### config.mk
export PLATFORM = sky130hd
export DESIGN_NAME = cpr_rc_freq_meter
export DESIGN_NICKNAME = d
export VERILOG_FILES = /design/src/rtl/cpr_rc_pkg.sv /design/src/rtl/cpr_sync.sv /design/src/rtl/cpr_rc_freq_meter.sv
export SDC_FILE = /design/constraint.sdc
export NUM_CORES = 1
export LEC_CHECK = 0
export ABC_CLOCK_PERIOD_IN_PS = 2040
export BUFFER_PORTS_ARGS = -buffer_cell sky130_fd_sc_hd__buf_4
export CORE_AREA = 2 2 83 85
export CTS_CLUSTER_DIAMETER = 60
export DETAILED_ROUTE_END_ITERATION = 8
export DIE_AREA = 0 0 85 87
export GPL_ROUTABILITY_DRIVEN = 0
export PLACE_DENSITY = 0.65
export SYNTH_ARGS = -nofsm -noshare
export SYNTH_HDL_FRONTEND = slang
export SYNTH_SLANG_ARGS = --single-unit
### constraint.sdc
create_clock -name clk_i -period 2.04 [get_ports clk_i]
set_input_delay 0.408 -clock clk_i [delete_from_list [all_inputs] [get_ports clk_i]]
set_output_delay 0.408 -clock clk_i [all_outputs]
set_load 0.02 [all_outputs]
### src/rtl/cpr_rc_pkg.sv
// Shared types and constants for the CPR RC ring frequency meter.
// Optional threshold compare is enabled with CPR_FREQ_THRESH_EN.
package cpr_rc_pkg;

  typedef enum logic [1:0] {
    IDLE,
    WAKE,
    MEAS,
    DONE
  } cpr_meas_state_e;

  localparam int SETTLE_CYCLES   = 8;
  localparam int SETTLE_W        = $clog2(SETTLE_CYCLES);

  localparam int WIN_W_DEF       = 16;
  localparam int CNT_W_DEF       = 12;
  localparam int SYNC_STAGES_DEF = 2;

endpackage

### src/rtl/cpr_sync.sv
// Resettable multi-flop synchronizer for the asynchronous ring output.
// Reset value is 0 on every stage.
module cpr_sync #(
  parameter int STAGES = 2
) (
  input  logic clk_i,
  input  logic rst_ni,
  input  logic d_i,
  output logic q_o
);

  logic [STAGES-1:0] r_q;

  always_ff @(posedge clk_i or negedge rst_ni) begin
    if (!rst_ni) begin
      r_q <= '0;
    end else begin
      r_q <= {r_q[STAGES-2:0], d_i};
    end
  end

  assign q_o = r_q[STAGES-1];

endmodule

### src/rtl/cpr_rc_freq_meter.sv
// Counts RC ring rising edges over a programmable clk_i window.
// Optional slow-ring compare: define CPR_FREQ_THRESH_EN.
module cpr_rc_freq_meter
  import cpr_rc_pkg::*;
#(
  parameter int WIN_W       = WIN_W_DEF,
  parameter int CNT_W       = CNT_W_DEF,
  parameter int SYNC_STAGES = SYNC_STAGES_DEF
) (
  input  logic             clk_i,
  input  logic             rst_ni,
  input  logic             start_i,
  input  logic [WIN_W-1:0] win_len_i,
  input  logic             rc_clk_i,
  output logic             pd_rc_o,
  output logic             busy_o,
  output logic             done_o,
  output logic [CNT_W-1:0] count_o,
  output logic             ovf_o
`ifdef CPR_FREQ_THRESH_EN
  ,
  input  logic [CNT_W-1:0] thresh_i,
  output logic             slow_o
`endif
);

  cpr_meas_state_e r_state;
  cpr_meas_state_e w_state_nxt;

  logic [WIN_W-1:0]    r_left;
  logic [SETTLE_W-1:0] r_settle;
  logic [CNT_W-1:0]    r_cnt;
  logic                r_ovf;
  logic                r_prev;
  logic [CNT_W-1:0]    r_count;
  logic                r_ovf_q;

  logic             w_sync;
  logic             w_inc;
  logic             w_sat;
  logic [CNT_W-1:0] w_cnt_nxt;
  logic             w_ovf_nxt;

  cpr_sync #(
    .STAGES (SYNC_STAGES)
  ) u_sync (
    .clk_i  (clk_i),
    .rst_ni (rst_ni),
    .d_i    (rc_clk_i),
    .q_o    (w_sync)
  );

  assign w_inc = (r_state == MEAS) &&
                 w_sync && !r_prev;
  assign w_sat = &r_cnt;

  assign w_cnt_nxt = (w_inc && !w_sat) ?
                     r_cnt + CNT_W'(1) : r_cnt;
  assign w_ovf_nxt = r_ovf | (w_inc & w_sat);

  always_comb begin
    w_state_nxt = r_state;
    unique case (r_state)
      IDLE: begin
        if (start_i) w_state_nxt = WAKE;
      end
      WAKE: begin
        if (r_settle == SETTLE_W'(SETTLE_CYCLES - 1)) begin
          if (r_left == '0) w_state_nxt = DONE;
          else              w_state_nxt = MEAS;
        end
      end
      MEAS: begin
        if (r_left == WIN_W'(1)) w_state_nxt = DONE;
      end
      DONE: begin
        w_state_nxt = IDLE;
      end
      default: w_state_nxt = IDLE;
    endcase
  end

  always_ff @(posedge clk_i or negedge rst_ni) begin
    if (!rst_ni) begin
      r_state  <= IDLE;
      r_left   <= '0;
      r_settle <= '0;
      r_cnt    <= '0;
      r_ovf    <= 1'b0;
      r_prev   <= 1'b0;
      r_count  <= '0;
      r_ovf_q  <= 1'b0;
    end else begin
      r_state <= w_state_nxt;
      r_prev  <= w_sync;
      unique case (r_state)
        IDLE: begin
          if (start_i) begin
            r_left   <= win_len_i;
            r_settle <= '0;
            r_cnt    <= '0;
            r_ovf    <= 1'b0;
          end
        end
        WAKE: begin
          r_settle <= r_settle + SETTLE_W'(1);
        end
        MEAS: begin
          r_left <= r_left - WIN_W'(1);
          r_cnt  <= w_cnt_nxt;
          r_ovf  <= w_ovf_nxt;
        end
        default: ;
      endcase
      // Result includes an edge seen in the final MEAS cycle
      if (w_state_nxt == DONE) begin
        r_count <= w_cnt_nxt;
        r_ovf_q <= w_ovf_nxt;
      end
    end
  end

`ifdef CPR_FREQ_THRESH_EN
  logic r_slow;

  always_ff @(posedge clk_i or negedge rst_ni) begin
    if (!rst_ni) begin
      r_slow <= 1'b0;
    end else if (r_state == DONE) begin
      r_slow <= (r_cnt < thresh_i);
    end
  end

  assign slow_o = r_slow;
`endif

  // Ring runs only while waking or measuring; reset forces IDLE
  assign pd_rc_o = !((r_state == WAKE) ||
                     (r_state == MEAS));
  assign busy_o  = (r_state != IDLE);
  assign done_o  = (r_state == DONE);
  assign count_o = r_count;
  assign ovf_o   = r_ovf_q;

endmodule
# Word-level counts from Yosys, hierarchy flattened
# Index checks and enable logic that the tools add are counted.
[word_totals]
regBits = 50
input_bits = 20
out_inout_bits = 16
wordCells = 50
[classes]
addsub = 3
eq_ne = 7
mux = 14
bitwise = 2
reduce_logical = 15
[op_table]
columns = ["operator", "count"]
rows = [
  ["one-hot mux 16 bit (2 select lines)", 1],
  ["two-way mux 12 bit", 2],
  ["one-hot mux 12 bit (2 select lines)", 1],
  ["== test 16 x 1 -> 1 bit (second input constant)", 1],
  ["zero test 16 bit", 1],
  ["two-way mux 16 bit", 1],
  ["subtractor 16 x 1 -> 16 bit (second input constant)", 1],
  ["adder 12 x 1 -> 12 bit (second input constant)", 1],
  ["AND reduction 12 bit", 1],
  ["one-hot mux 2 bit (4 select lines)", 1],
  ["== test 2 bit (second input constant)", 3],
  ["two-way mux 2 bit", 3],
  ["one-hot mux 3 bit (2 select lines)", 1],
  ["nonzero test 2 bit", 3],
  ["AND reduction 2 bit", 2],
  ["adder 3 x 1 -> 3 bit (second input constant)", 1],
  ["== test 3 bit (second input constant)", 1],
  ["logical AND 1 bit", 3],
  ["zero test 1 bit", 3],
  ["two-way mux 3 bit", 1],
  ["== test 2 x 1 -> 1 bit (second input constant)", 1],
  ["zero test 2 bit", 1],
  ["two-way mux 1 bit", 2],
  ["!= test 2 bit (second input constant)", 1],
  ["other kinds (4)", 4],
]

# Longest topological paths before layout
# Gate-level depths: netlist (run 1).
[logic_depth]
depth_word = 6
mapped_depth = 10
mapped_depth_nobuf = 7

# By module
# From an unflattened synthesis (run 1), not the netlist that was laid out.
[hier_totals]
cells_unflattened = 303
hier_area_um2 = 2964.1
[by_module_without_submodules]
columns = ["mod", "n_inst", "cells_per_inst", "area_each_um2", "seq_area_each_um2"]
rows = [
  ["cpr_rc_freq_meter", 1, 301, 2914.0, 1201.2],
  ["cpr_sync", 1, 2, 50.0, 50.0],
]

# Worst setup path after synthesis (run 1)
# Ideal clock, no wire load.
[synth_timing]
kind = "flip-flop to flip-flop"
from = "reg r_state[0]"
to = "reg r_cnt[11]"
setup_ns = 0.066
arrival_ns = 1.904
required_ns = 1.974
path_slack_ns = 0.070
stages_incl_launch_ff = 9
n_path_buf = 1
synth_period_minus_slack_ns = 1.970
cell_sequence = "dfrtp_1 -> inv_1 -> ha_1 -> buf_2 -> nor2b_1 -> a21oi_1 -> or4_4 -> o31ai_1 -> a22o_1"
[synth_via]
elab_chain_len = 6
word_cells_on_any_way = 10
cone_classes = "eq/ne: 2; mux: 2; reduce/logical: 6"
[synth_lines]
columns = ["item", "line_no", "source"]
rows = [
  ["start: declaration", "cpr_rc_freq_meter.sv:27", "cpr_meas_state_e r_state;"],
  ["start signal: assignment", "cpr_rc_freq_meter.sv:94", "r_state <= w_state_nxt;"],
  ["== test 2 bit", "cpr_rc_freq_meter.sv:53, cpr_rc_freq_meter.sv:96", ""],
  ["logical AND 1 bit", "cpr_rc_freq_meter.sv:53", "assign w_inc = (r_state == MEAS) &&"],
  ["logical AND 1 bit", "cpr_rc_freq_meter.sv:54", "w_sync && !r_prev;"],
  ["logical AND 1 bit", "cpr_rc_freq_meter.sv:57", "assign w_cnt_nxt = (w_inc && !w_sat) ?"],
  ["two-way mux 12 bit", "cpr_rc_freq_meter.sv:57", ""],
  ["one-hot mux 12 bit (2 select lines)", "cpr_rc_freq_meter.sv:96", "unique case (r_state)"],
  ["end signal: assignment", "cpr_rc_freq_meter.sv:110", "r_cnt <= w_cnt_nxt;"],
  ["end: declaration", "cpr_rc_freq_meter.sv:32", "logic [CNT_W-1:0] r_cnt;"],
]
# Several ways; a longest one is shown, not always the timed one.
# A chain may end at the register's enable or synchronous reset.

# Worst setup path after layout (run 1)
[layout_timing]
from = "reg r_state[1]"
to = "reg r_count[1] (netlist: count_o[1])"
[layout_via]
elab_chain_len = 5
word_cells_on_any_way = 13
cone_classes = "eq/ne: 4; mux: 5; reduce/logical: 4"
[layout_lines]
columns = ["item", "line_no", "source"]
rows = [
  ["branches (longest 5 deep; another with one-hot mux 2 bit (4 select lines))", "-", ""],
  ["end signal: assignment", "cpr_rc_freq_meter.sv:117", "r_count <= w_cnt_nxt;"],
  ["end: declaration", "cpr_rc_freq_meter.sv:35", "logic [CNT_W-1:0] r_count;"],
]
# Parallel ways; which one is timed is not known.

==> results.toml, run 1 <==
[status]
status = "finished, final reports clean"

[die]
fp.dieArea_um2 = 7400
coreArea_um2 = 6570
die_y_um = 87
core.rowCount = 30
die_w_um = 85
ios = 36
initial_core_util = 0.445

[synthesis]
yosys_warnings = 0
synth_area_per_cell_um2 = 9.84
syn-instance-count = 297
synth_ff_type = "dfrtp_1"
syn_nets = 327
synth_top_family_by_area = "compound AO/OA/AOI/OAI gates"
synthAdderAreaFrac = 0.0428
synth_compound_area_frac = 0.229
synth_cell_type_count = 60
synth_xor_area_frac = 0.00599
yosys.area.top_type = "dfrtp_1"
synth_seq_cells = 50
synth.area.mux_share = 0.0788
synth_edf_count = 0
synth-simple-area-share = 0.175
synthTopCellsByArea = "dfrtp_1 (43%), mux2_4 (4.6%), ha_1 (4.3%), a21oi_1 (3.8%), o21ai_0 (3.4%)"
synth.yosys.seq_area_share = 0.428
synthArstFlopShare = 1.00
syn_area_um2 = 2920
synth_top_cell_area_share = 0.428

[sta]
tightest_slew_ps = 639
finClkSkew_ps = 8.33
holdWs_ps = 130
finalCritPeriodShare = 0.957
fin_crit_ps = 1950
maxSlewViolCount = 0
setup_viol = 0
setup_tns_ps = 0
maxSlewHeadroom = 0.574
hold_viol_final = 0
fmax_mhz = 512

[placement]
dp_hpwl_mm = 4.51
port_buffers = 35

[routing]
drt_iter0_markers = 118
wl_per_cell_um = 14.4
dr.pass1.iters = 4
wl_met2_mm = 2.98
drc = 0
met1Wirelength_mm = 2.99
top_layer = "met4"
postRouteAntennaNets = 0
via_per_inst = 5.58
met3_length_um = 198
vias = 2409
routed_wl_mm = 6.22

[clock_network]
ctsLongestPathBuffers = 2
clk_pin_slew_ps = 90
clk_latency_ps = 310
cts_made_buffers = 5
tritoncts = "yes"
htreeDepth = 2
postCtsHoldBufs = 0
clock-sinks = 50
cts_root_buf = "clkbuf_8"

[worst_setup_path]
crit_path_max_fanout = 6
endpoint_kind = "flop"
rr_worst_depth = 7
reg2reg_from = "r_state[1]"
r2r_end = "count_o[1]"
cp_data_arrival_time_ps = 2140
path_class = "flop to flop"
worstSetupStartpointType = "flop"
rrSetupSlack_ps = 90
crit_required_ps = 2230

[final_layout]
drive_gt1_frac = 0.324
fin_nets = 383
n_antenna_cell = 0
syn_to_final_growth_pct = 23.5

[worst_hold_path]
hold_path.class = "primary input to asynchronous set/reset pin"

[pwr]
vdd_ir_drop_max_v = 0.000498
pwr_density_cell_nw_per_um2 = 861
leakage_nw = 1.61

[flow_run]
cap_violations = 0

[global_route]
grt_max_degree = 51
antenna_found_initial = 0
overflow = 0
grt_pass1_wl_mm = 10.4
grt_pass1_vias = 2212
grt_usage = 0.173
==> cell families (layout without fill, tap and decap cells) <==
group           Yosys count  after routing
flops                    50             50
xor+xnor                  2              2
buf+inv                  25             80
compound gates           99             99
simple gates             93             93
fa+ha+maj                10             10
mux                      18             18
==> critical path: stages (launching register included) <==
cell and delay, ps:
dfrtp_1 420, buf_4 160, ha_4 170, and3b_2 250
buf_4 150, o31ai_4 90, mux2_4 340, mux2_2 260
==> what timing repair did <==
action | 4_1_cts | 5_1_grt
buffers inserted | 0 | 1
endpoints found under the setup margin | 3 | 17
resized for setup | 2 | 18
==> metal layers <==
layer	vias to the layer above	GRT usage
li1	1221	-
met3	6	0.0227
met4	0	0.0476
met2	41	0.298
met5	-	0
met1	1141	0.230
==> Yosys cell counts (2+ instances only) <==
library cell / count
nand3_1: 11
ha_1: 10
nand4_1: 4
a31oi_1: 4
mux2i_1: 5
nand2b_1: 3
o211ai_1: 2
xnor2_1: 2
a2bb2oi_1: 2
mux2_4: 9
a21oi_1: 22
nand2_1: 25
o31ai_1: 10
a21oi_2: 2
nor4_1: 2
mux2_2: 4
or3_1: 2
nor2_1: 20
o21ai_0: 20
a32o_1: 2
a21o_1: 3
o22ai_1: 8
clkbuf_1: 8
o22a_1: 2
and3_2: 2
dfrtp_1: 50
buf_6: 2
nor3_1: 7
or4_4: 2
a22o_1: 10
inv_1: 9
buf_2: 4
o41ai_1: 2
==> placed cells by master, fill, tap and decap left out, types with 3 or more instances in the layout <==
cell      count
mux2_2        3
a21oi_1      21
o31ai_1       6
nand2_1      25
o22ai_1       8
a21oi_2       3
dfrtp_1      50
buf_4        64
clkbuf_8      6
a21o_1        3
o31ai_2       3
mux2_4       10
a22o_1       10
nor3_1        7
a31oi_1       4
nand3_1       9
o21ai_0      19
inv_1         7
nand4_1       4
nand2b_1      3
ha_1          7
nor2_1       20
mux2i_1       5
==> registers in the layout (all words and copies together), names as in the netlist <==
name,count
r_settle,3
ovf_o,1
u_sync.r_q,2
r_prev,1
r_state,2
r_ovf,1
count_o,12
r_cnt,12
r_left,16
==> metrics by stage <==
| step | setup slack, ps | instance area (µm²) | util | instances | power, mW |
|---|---|---|---|---|---|
| 2_1_floorplan | 69.6 | 2920 | - | 297 | 2.11 |
| 3_3_place_gp | 59.2 | 3440 | 0.523 | 425 | 2.47 |
| 3_5_place_dp | -11.3 | 3440 | 0.523 | 425 | 2.50 |
| 4_1_cts | 15.4 | 3530 | 0.537 | 431 | 3.09 |
| 5_1_grt | -12.9 | 3610 | 0.550 | 432 | 3.32 |
| 6_report | 88.6 | 3610 | 0.550 | 432 | 3.11 |
==> power by group <==
part | switching, mW | total [mW] | internal, mW
Clock | 0.321 | 0.583 | 0.262
Combinational | 0.601 | 1.12 | 0.518
Sequential | 0.219 | 1.41 | 1.19
Total | 1.14 | 3.11 | 1.97
==> worst max-delay path by stage <==
stage                           from         end  slack, ps  cells past startpoint
after floorplan           r_state[0]   r_cnt[11]         70                      8
after global placement    r_state[0]   r_cnt[11]         60                      7
after detailed placement  r_state[0]    r_cnt[9]        -10                      7
after CTS                 r_state[1]  count_o[1]         20                      9
after global routing      r_state[1]    r_cnt[9]        -10                      7
final                     r_state[1]  count_o[1]         90                      7
==> layout make-up <==
type,instances,area [µm²]
sequential,50,1250
inverter,9,33.8
timing repair buffer,65,500
tap,80,100
fill,595,2960
clock buffer,6,82.6
multi-input combinational,222,1640
Note: power is estimated with default switching activity, not from simulation.
==> run 2: changes to the inputs <==
Settings changed: GPL_TIMING_DRIVEN set to 0.
==> results.toml, run 2 (synthesized netlist as in run 1, its figures left out) <==
[status]
status = "complete, but fails checks"
violations = "negative setup slack"

[worst_setup_path]
worstSetupStartpointType = "flop"
cp_data_arrival_time_ps = 2260
rrSetupSlack_ps = -10
crit_required_ps = 2240
endpoint_kind = "flop"
r2r_end = "count_o[5]"
rr_worst_depth = 7
crit_path_max_fanout = 5
startpoint = "r_state[0]"
reg2reg_from = "r_state[0]"
path_class = "flop to flop"
critPathCapture = "count_o[5]"

[sta]
fin_crit_ps = 2050
hold_viol_final = 0
setup_viol = 1
fmax_mhz = 487
tightest_slew_ps = 651
worst_slack_ps = -12.8
rsz0062_at_grt = "true"
finalCritPeriodShare = 1.01
maxSlewViolCount = 0
setup_tns_ps = -12.8
holdWs_ps = 129
maxSlewHeadroom = 0.566
finClkSkew_ps = 14.7

[placement]
placed_cell_area_um2 = 3290
pre_cts_ws_ps = -391
dp_hpwl_mm = 4.56
dpl.cell_count = 412
port_buffers = 35

[pwr]
finalPower_mw = 3.22
pwr_density_cell_nw_per_um2 = 886
leakage_nw = 1.60
vdd_ir_drop_max_v = 0.000646

[routing]
postRouteAntennaNets = 0
via_per_inst = 5.74
drc = 0
dr.pass1.iters = 4
vias = 2504
wl_per_cell_um = 15.6
routed_wl_mm = 6.78
drt_iter0_markers = 89

[die]
fp.dieArea_um2 = 7400
ios = 36
coreArea_um2 = 6570
core.rowCount = 30
initial_core_util = 0.445
die_w_um = 85
die_y_um = 87

[clock_network]
clk_latency_ps = 310
cts_made_buffers = 5
clk_pin_slew_ps = 100
htreeDepth = 2
ctsLongestPathBuffers = 2
cts_root_buf = "clkbuf_8"
tritoncts = "yes"
clock-sinks = 50

[final_layout]
instances_no_fill = 436
fin_nets = 385
syn_to_final_growth_pct = 24.1
final_cell_mix = "buf_4 (53), dfrtp_1 (49), nand2_1 (25)"
largest_reg_flops = 16
fin_util = 0.552
regMostFlops = "r_left"
n_antenna_cell = 0
fin_area_um2 = 3630
drive_gt1_frac = 0.323
final_common_cell = "buf_4"

[global_route]
met3_usage = 0.0294
grt_max_degree = 51
grt_pass1_wl_mm = 11.5
met2_usage = 0.327
grt-busiest-layer = "met2"
grt_use_met1 = 0.253
overflow = 0
antenna_found_initial = 0
grt_usage = 0.192
grt_pass1_vias = 2425

[worst_hold_path]
hold_path.class = "primary input to asynchronous set/reset pin"

[flow_run]
cap_violations = 0
[run 2: changes by cell type in the layout (fill, tap and decap cells not counted), sizes merged]
cell / change
clkbuf: +8
bufinv: +1
buf: -5
[run 2: cell type report]
cell class	count	area (µm²)
clock buffer	7	76.3
multi-input combinational	222	1640
buffer	16	109
fill	612	2940
inverter	9	33.8
clock inverter	1	30.0
tap	80	100
timing repair buffer	51	387
sequential	50	1250
[run 2: per-layer routing]
| layer | up-vias | wire, µm | part of all wire |
|---|---|---|---|
| met2 | 42 | 3320 | 0.49 |
| li1 | 1225 | - | - |
| met3 | 9 | 242 | 0.036 |
| met1 | 1228 | 3140 | 0.46 |
| met5 | - | 0 | 0 |
| met4 | 0 | 76 | 0.011 |
[run 2: worst min-delay path by stage]
stage / to / from / slack (ps) / cells past startpoint
final: r_left[12] / rst_ni / 130 / 1
after global routing: r_left[7] / rst_ni / 170 / 1
after floorplan: count_o[0] / rst_ni / 110 / 0
after detailed placement: u_sync.r_q[1] / u_sync.r_q[0] / 360 / 0
after global placement: u_sync.r_q[1] / u_sync.r_q[0] / 360 / 0
after CTS: count_o[6] / rst_ni / 150 / 1
[run 2: repair_timing]
item | CTS | global route
setup buffers | 9 | 7
endpoints found under the setup margin | 40 | 33
hold endpoints to repair | 0 | 0
gates cloned | 0 | 0
pin swaps | 4 | 6
hold buffers | 0 | 0
gates resized for setup | 14 | 26
[run 2: power breakdown]
| part | total, mW | switching, mW | internal, mW |
|---|---|---|---|
| Sequential | 1.45 | 0.255 | 1.19 |
| Clock | 0.708 | 0.340 | 0.368 |
| Combinational | 1.06 | 0.595 | 0.468 |
| Total | 3.22 | 1.19 | 2.03 |
[run 2: worst max-delay path, cell delays in order (launching register included)]
cell,delay [ps]
dfrtp_1,400
inv_2,100
ha_4,160
and3b_2,260
nand4_1,250
o31ai_2,390
o31ai_1,120
mux2_4,280
==> run 3: changes to the inputs <==
Settings changed: ABC_CLOCK_PERIOD_IN_PS 2040 to 2550, PLACE_DENSITY 0.65 to 0.63, SETUP_SLACK_MARGIN set to 0.1.
Clock period 2.04 ns to 2.55 ns, I/O delays scaled along.
==> results.toml, run 3 (synthesized netlist as in run 1, its figures left out) <==
[final_layout]
regMostFlops = "r_left"
drive_gt1_frac = 0.236
syn_to_final_growth_pct = 15.5
fin_nets = 368
final_cell_mix = "dfrtp_1 (50), buf_4 (36), nand2_1 (25)"
largest_reg_flops = 16
n_antenna_cell = 0
final_common_cell = "dfrtp_1"

[pwr]
clockPowerShare = 0.204
vdd_ir_drop_max_v = 0.000484
leakage_nw = 1.51
combPwrFrac = 0.317
p_int_mw = 1.49
finalPower_mw = 2.41
pwr_density_cell_nw_per_um2 = 714
seq_power_share = 0.479
p_sw_mw = 0.916
p_sw_frac = 0.380

[clock_network]
cts_made_buffers = 5
htreeDepth = 2
tritoncts = "yes"
clk_pin_slew_ps = 90
ctsLongestPathBuffers = 2
cts_root_buf = "clkbuf_8"
post_cts_buffers = 0
clk_latency_ps = 310
clock-sinks = 50

[worst_setup_path]
endpoint_kind = "flop"
rr_worst_depth = 7
critPathCapture = "count_o[5]"
r2r_end = "count_o[5]"
path_cells = "inv_1, ha_1, and3b_1, nand4_1, o31ai_1, o31ai_1, mux2_4"
worstSetupStartpointType = "flop"
cpMostUsedCell = "o31ai_1"
path_class = "flop to flop"
max_stage_delay_ps = 450
cp.depth = 7
cp_data_arrival_time_ps = 2430
crit_required_ps = 2750
crit_path_max_fanout = 6
critical_path.top_delay_family = "simple AND/OR/NAND/NOR gates"
reg2reg_from = "r_state[0]"
rrSetupSlack_ps = 310
crit_buf_inv = 1
slowest_stage = "dfrtp_1"
startpoint = "r_state[0]"

[routing]
drc = 0
drt_iter0_markers = 78
dr.pass1.iters = 4
postRouteAntennaNets = 0
wl_per_cell_um = 15.5
vias = 2424
routed_wl_mm = 6.51
via_per_inst = 5.79

[global_route]
grt_usage = 0.186
grt_max_degree = 51
grt_pass1_vias = 2368
grt_pass1_wl_mm = 11.2
antenna_found_initial = 0
overflow = 0

[placement]
dp_hpwl_mm = 4.64
pre_cts_ws_ps = 80.3
port_buffers = 35

[worst_hold_path]
hold_path.class = "primary input to asynchronous set/reset pin"

[sta]
maxSlewHeadroom = 0.575
finalCritPeriodShare = 0.877
finClkSkew_ps = 9.28
fin_crit_ps = 2240
hold_viol_final = 0
tightest_slew_ps = 637
setup_tns_ps = 0
fmax_mhz = 447
worst_slack_ps = 313
maxSlewViolCount = 0
setup_viol = 0
holdWs_ps = 225
rsz0062_at_grt = "false"

[die]
core.rowCount = 30
die_w_um = 85
die_y_um = 87
fp.dieArea_um2 = 7400
coreArea_um2 = 6570
initial_core_util = 0.445
ios = 36

[flow_run]
cap_violations = 0

[status]
status = "finished, final reports clean"
==> run 3: cell types whose count changed in the layout (fill, tap and decap cells not counted), sizes merged <==
cell    before  now
bufinv       1    0
buf         60   42
clkbuf      14   15
clkinv       0    1
==> run 3: worst register-to-register path: cells and delay by family (launching register included) <==
family | cells | cell delay (ps)
and+or+nand+nor | 2 | 590
AOI/OAI and AO/OA | 2 | 460
DFF | 1 | 450
muxes | 1 | 270
adders and majority gates | 1 | 230
buffers and inverters | 1 | 130
==> run 3: timing repair <==
| action | CTS | global route |
|---|---|---|
| endpoints found under the hold margin | 0 | 0 |
| pin swaps | 0 | 0 |
| setup endpoints to repair | 2 | 14 |
| hold buffers | 0 | 0 |
| gates resized for setup | 1 | 4 |
==> run 3: power groups by stage <==
stage               Combinational (mW)  Clock (mW)  Sequential (mW)
floorplan                        0.558           0             1.13
global placement                 0.749           0             1.16
detailed placement               0.768           0             1.17
CTS                              0.772       0.501             1.15
global route                     0.873       0.520             1.18
finish                           0.764       0.493             1.15
==> run 3: per-stage QoR <==
step	area (µm²)	utilization	instances
after floorplan	2920	-	297
after global placement	3290	0.500	412
after detailed placement	3290	0.500	412
after CTS	3380	0.514	420
after global routing	3380	0.514	419
final	3380	0.514	419
==> run 3: worst min-delay path by stage <==
stage                    endpoint  slack [ps]
finish                   r_cnt[7]         230
global route           count_o[9]         280
CTS                    count_o[9]         250
detailed placement  u_sync.r_q[1]         360
floorplan              count_o[0]         210
global placement    u_sync.r_q[1]         360
==> run 3: cell type report <==
type / instances / area (µm²)
repair buffers: 35 / 263
well taps: 80 / 100
multi-input cells: 222 / 1550
fillers: 642 / 3190
plain buffers: 15 / 83.8
clock inverters: 1 / 5.00
inverters: 9 / 33.8
flip-flops and latches: 50 / 1250
clock buffers: 7 / 86.3
==> run 3: metal layers <==
| metal | global-route usage | share of wire | wire (µm) | vias to the layer above |
|---|---|---|---|---|
| met2 | 0.313 | 0.48 | 3100 | 45 |
| met4 | 0.0375 | 0.0074 | 48 | 0 |
| met5 | 0 | 0 | 0 | - |
| met3 | 0.0322 | 0.038 | 247 | 4 |
| li1 | - | - | - | 1195 |
| met1 | 0.255 | 0.48 | 3120 | 1180 |
